[src/rtl/instr_encoder.sv]
// RV32I word assembler for the loader subset (mv/sw/jal/jalr/branch).
// Requests are encoded combinationally, buffered in a small FIFO and drained as sequential word writes.
module instr_encoder #(
  parameter int                FIFO_DEPTH = 4,
  parameter int                ADDR_W     = 32,
  parameter logic [ADDR_W-1:0] BASE_ADDR  = '0
) (
  input  logic              clk,
  input  logic              rst_n,
  input  logic              restart,
  input  logic              req_valid,
  output logic              req_ready,
  input  logic [2:0]        req_op,
  input  logic [4:0]        req_rd,
  input  logic [4:0]        req_rs1,
  input  logic [4:0]        req_rs2,
  input  logic [2:0]        req_func3,
  input  logic [31:0]       req_imme,
  output logic              wr_valid,
  input  logic              wr_ready,
  output logic [ADDR_W-1:0] wr_addr,
  output logic [31:0]       wr_data,
  output logic              err_flag,
  output logic [7:0]        err_cnt
);

  // Handshakes: a request transfers on the rising edge where req_valid && req_ready;
  // a word transfers on the rising edge where wr_valid && wr_ready.

  localparam int IDX_W = $clog2(FIFO_DEPTH);
  localparam int PTR_W = IDX_W + 1;

  localparam logic [2:0] OP_MV     = 3'd0;
  localparam logic [2:0] OP_SW     = 3'd1;
  localparam logic [2:0] OP_JAL    = 3'd2;
  localparam logic [2:0] OP_JALR   = 3'd3;
  localparam logic [2:0] OP_BRANCH = 3'd4;

  logic [31:0]      mem [FIFO_DEPTH];
  logic [PTR_W-1:0] wr_ptr;
  logic [PTR_W-1:0] rd_ptr;
  logic [PTR_W-1:0] ptr_diff;
  logic             full;
  logic             empty;
  logic             accept;
  logic             push;
  logic             pop;
  logic             drop;
  logic             legal;
  logic [31:0]      enc_word;
  logic             imm_fits_12;
  logic             imm_fits_21;
  logic             imm_fits_13;

  assign ptr_diff  = wr_ptr - rd_ptr;
  assign full      = (ptr_diff == PTR_W'(FIFO_DEPTH));
  assign empty     = (wr_ptr == rd_ptr);
  assign req_ready = !full && !restart;
  assign wr_valid  = !empty;
  assign wr_data   = wr_valid ? mem[rd_ptr[IDX_W-1:0]] : 32'd0;

  assign accept = req_valid && req_ready;
  assign push   = accept && legal;
  assign drop   = accept && !legal;
  assign pop    = wr_valid && wr_ready && !restart;

  // Sign-extension checks: the dropped upper bits must all match the top kept bit.
  assign imm_fits_12 = (&req_imme[31:11]) || !(|req_imme[31:11]);
  assign imm_fits_21 = (&req_imme[31:20]) || !(|req_imme[31:20]);
  assign imm_fits_13 = (&req_imme[31:12]) || !(|req_imme[31:12]);

  always_comb begin
    enc_word = 32'd0;
    legal    = 1'b0;
    case (req_op)
      OP_MV: begin
        enc_word = {12'b0, req_rs1, 3'b000, req_rd, 7'b0010011};
        legal    = 1'b1;
      end
      OP_SW: begin
        enc_word = {req_imme[11:5], req_rs2, req_rs1, 3'b010, req_imme[4:0], 7'b0100011};
        legal    = imm_fits_12;
      end
      OP_JAL: begin
        enc_word = {req_imme[20], req_imme[10:1], req_imme[11], req_imme[19:12],
                    req_rd, 7'b1101111};
        legal    = imm_fits_21 && !req_imme[0];
      end
      OP_JALR: begin
        enc_word = {req_imme[11:0], req_rs1, 3'b000, req_rd, 7'b1100111};
        legal    = imm_fits_12;
      end
      OP_BRANCH: begin
        enc_word = {req_imme[12], req_imme[10:5], req_rs2, req_rs1, req_func3,
                    req_imme[4:1], req_imme[11], 7'b1100011};
        // func3 010/011 are not branch conditions in RV32I.
        legal    = imm_fits_13 && !req_imme[0] && (req_func3[2:1] != 2'b01);
      end
      default: begin
        enc_word = 32'd0;
        legal    = 1'b0;
      end
    endcase
  end

  always_ff @(posedge clk) begin
    if (push) begin
      mem[wr_ptr[IDX_W-1:0]] <= enc_word;
    end
  end

  always_ff @(posedge clk or negedge rst_n) begin
    if (!rst_n) begin
      wr_ptr   <= '0;
      rd_ptr   <= '0;
      wr_addr  <= BASE_ADDR;
      err_flag <= 1'b0;
      err_cnt  <= 8'd0;
    end else if (restart) begin
      wr_ptr   <= '0;
      rd_ptr   <= '0;
      wr_addr  <= BASE_ADDR;
      err_flag <= 1'b0;
      err_cnt  <= 8'd0;
    end else begin
      if (push) begin
        wr_ptr <= wr_ptr + PTR_W'(1);
      end
      if (pop) begin
        rd_ptr  <= rd_ptr + PTR_W'(1);
        wr_addr <= wr_addr + ADDR_W'(4);
      end
      if (drop) begin
        err_flag <= 1'b1;
        if (err_cnt != 8'hFF) begin
          err_cnt <= err_cnt + 8'd1;
        end
      end
    end
  end

endmodule

[config.mk]
export PLATFORM = sky130hd
export DESIGN_NAME = instr_encoder
export DESIGN_NICKNAME = d
export VERILOG_FILES = /design/src/rtl/instr_encoder.sv
export SDC_FILE = /design/constraint.sdc
export NUM_CORES = 1
export LEC_CHECK = 0
export CORE_UTILIZATION = 48
export DETAILED_ROUTE_END_ITERATION = 10
export GPL_TIMING_DRIVEN = 1
export HOLD_SLACK_MARGIN = 0.03
export PLACE_DENSITY = 0.76
export SYNTH_ARGS = -nofsm -noshare
export SYNTH_HDL_FRONTEND = slang
export SYNTH_SLANG_ARGS = --single-unit
[constraint.sdc]
create_clock -name clk -period 3.4 [get_ports clk]
set_input_delay 0.85 -clock clk [delete_from_list [all_inputs] [get_ports clk]]
set_output_delay 0.85 -clock clk [all_outputs]
set_load 0.005 [all_outputs]
==> summary.txt <==
Outcome
  • Status: complete, no violations

Synthesis
  • Sequential fraction of the synthesis area: between 60% and 70%
  • Synth warn: 0
  • Synth Flop Type: edfxtp_1
  • Cell Area, Synth: 7770 µm²
  • Cell variety after synth: 47
  • Synth Instances: 572
  • Syn Area/Cell: 13.6 µm²
  • Number of enable flip-flop cells after synthesis: 124
  • #FFs+latches synth: 169
  • FFs w/ async S/R, synth: 26.6%

Critical path
  • Critical path cell sequence: inv_1 > ha_1 > and3_1 > buf_12 > nor2b_1 > clkdlybuf4s50_1
  • Reg2reg end: mem[1][30]
  • R2R setup slack: approximately 0.89 ns
  • Worst-path maximum fanout: 32
  • CP max-delay cell: clkdlybuf4s50_1
  • Startpoint types: flop
  • Critical path class: reg -> out
  • Setup crit end kind: output port
  • WP buf/inv: 3
  • Worst r2r src: wr_ptr[0]
  • Reg2reg path depth: 8
  • Max incr delay on CP: approximately 0.54 ns
  • Delay-heaviest family, CP: buffers and inverters
  • Critical Path AT: between 2 and 2.5 ns
  • Worst path depth: 6
  • Worst endpoint required time: roughly 2.6 ns

Placement
  • I/O Buffers: 130
  • Routability cong.: 0.862
  • HPWL Detailed: 12100 µm
  • Dpl cell area: 9470 µm²
  • DP Cell Count: slightly above 900

Power
  • Peak supply drop: 0.370 mV
  • PD cells: 474 nW/µm²
  • Tot Pwr: 0.00479 W
  • Leak: 3.54 nW

Clock network
  • Num Clock Sinks: 169
  • H-tree depth: 4
  • Post-CTS setup buffers: 0
  • Worst-skew pair later-pin latency: 0.42 ns
  • Maximum clock path buffer count: 2
  • # hold bufs at CTS: 0
  • CTS root buffer: clkbuf_16
  • CTS tree: done
  • CTS clk-pin slew, worst paths: 0.06 ns
  • Total CTS buffers: 17

STA
  • Slew Limit Fails: 0
  • Setup violations, final: 0
  • Hold Fails Final Rpt: 0
  • Post-route clock period utilization: 96.4%
  • Final min period: 3.28 ns
  • Worst Clk Skew: 0.00780 ns
  • Worst Max-Slew Pin Slew: about 1 ns
  • F_max: 0.305 GHz
  • Slew HR: about 34%
  • RSZ-0062 raised after global routing: false
  • Worst Hold Slack: 0.505 ns

Finish
  • Area grow syn2layout: 30.1%
  • Share of post-route cells with drive strength above 1: 13.3%
  • Fin cells: approximately 950
  • Commonest non-fill, non-tap cell in the layout: clkdlybuf4s50_1
  • Commonest non-fill, non-tap cells in the layout: clkdlybuf4s50_1 (127), edfxtp_1 (124), dfrtp_1 (44)
  • Cell area after layout: roughly 10000 µm²
  • # diodes: 0
  • Final net count: 783

Die
  • Horiz. Die Dim: between 100 and 150 µm
  • Die span in y: 129 µm
  • # IOs: 133
  • Starting Density: 49.1%
  • Row cnt: 46
  • Core area: 15800 µm²
  • Die area: around 17000 µm²

Flow run
  • Max Cap Viol: 0

Route
  • Routed wire length: between 15000 and 20000 µm
  • Drt first-iter violations: 519
  • Routed len/inst: about 19 µm
  • DRC viols: 0
  • Vias post-DR: 5336
  • Drt pass-1 iters: 5
  • Post-route ant nets: 0
  • Vias per Instance: 5.65

GRT
  • Grt ovf: 0
  • Initial antenna violation count: 0
  • Largest net degree at the start of global routing: 46
  • Vias in the first global route: 5427
  • First-pass GRT wire length: about 29000 µm
  • Global-route usage over all layers: 23.1%

Worst hold path
  • Hold Path Class: reg -> reg
  • Hold Crit Start: err_cnt[5]
  • Worst Hold End: err_cnt[5]
  • Hold Path Stages: 1
==> what timing repair did <==
action	4_1_cts	5_1_grt
endpoints found under the setup margin	0	4
gates resized for setup	0	4
endpoints found under the hold margin	0	0
==> cell families after synthesis <==
logic type                 share of synthesized area [%]
and+or+nand+nor                                     13.5
xor gates and xnor gates                            3.03
muxes                                               10.3
DFF                                                 62.4
other                                             0.0483
AOI/OAI and AO/OA                                   6.64
buffers and inverters                               2.63
adders and majority gates                           1.45
==> synth_stat cells (4+ instances only) <==
cell / count / area, µm²
edfxtp_1: 124 / 3720
dfrtp_1: 45 / 1130
nor2b_1: 45 / 282
nor2_1: 37 / 139
nand2_1: 33 / 124
mux4_2: 31 / 698
clkbuf_1: 25 / 93.8
o21ai_0: 21 / 105
a21oi_1: 18 / 90.1
inv_1: 17 / 63.8
xor2_1: 15 / 131
and2_1: 14 / 87.6
nand4_1: 14 / 87.6
nand3_1: 12 / 60.1
nor3_1: 11 / 55.1
xnor2_1: 10 / 87.6
a22oi_1: 9 / 67.6
ha_1: 9 / 113
mux2i_1: 9 / 90.1
or3_1: 9 / 56.3
nor4_1: 8 / 50.1
o22ai_1: 6 / 37.5
and3_1: 5 / 31.3
o2111ai_1: 5 / 43.8
and4_1: 4 / 35.0
buf_2: 4 / 20.0
==> worst reg2reg max path, stage by stage (launching register included) <==
cell and delay, ns:
dfrtp_1 0.42, inv_1 0.11, ha_1 0.20, nor2b_1 0.14, xnor2_1 0.17, a311oi_4 0.41, o21a_1 0.27, and2_1 0.21
buf_12 0.23
==> per-stage QoR <==
| stage | TNS [ns] | utilization (%) | setup slack (ns) |
|---|---|---|---|
| after floorplan | 0 | - | 0.152 |
| after global placement | 0 | 59.9 | 0.171 |
| after detailed placement | -0.869 | 59.9 | -0.0197 |
| after CTS | 0 | 63.8 | 0.0494 |
| after global routing | 0 | 63.8 | 0.00871 |
| final | 0 | 63.8 | 0.122 |
==> flip-flops by register name, indices dropped and copies added (netlist names) <==
name,flops
err_cnt,8
err_flag,1
mem,124
rd_ptr,3
wr_addr,30
wr_ptr,3
==> per-layer routing <==
layer | vias to the layer above | track usage, % | wire [µm]
li1 | 2437 | - | -
met1 | 2616 | 29.5 | 7330
met2 | 256 | 38.0 | 8990
met3 | 27 | 5.45 | 1430
met4 | 0 | 9.62 | 391
met5 | - | 0 | 0
==> worst max-delay path by stage <==
stage                  from     endpoint  slack, ns
4_1_cts           wr_ptr[0]  wr_data[20]       0.05
6_report          wr_ptr[0]  wr_data[10]       0.12
3_5_place_dp   req_imme[22]   mem[1][30]      -0.02
2_1_floorplan     rd_ptr[1]   mem[0][10]       0.15
5_1_grt           wr_ptr[0]   wr_data[0]      0.009
3_3_place_gp   req_imme[30]   mem[2][13]       0.17
==> area by class of cell <==
cell class	count	area (µm²)
repair buffers	156	1570
multi-input cells	354	2720
inverters	18	67.6
clock buffers	28	572
flip-flops and latches	169	4850
well taps	216	270
fillers	1121	5720
clock inverters	4	48.8
==> report_power, final <==
part	switching, W	internal (W)
combinational	0.000267	0.000303
clock	0.000739	0.00122
sequential	0.0000145	0.00225
total	0.00102	0.00377
(Power assumes the default switching activity.)
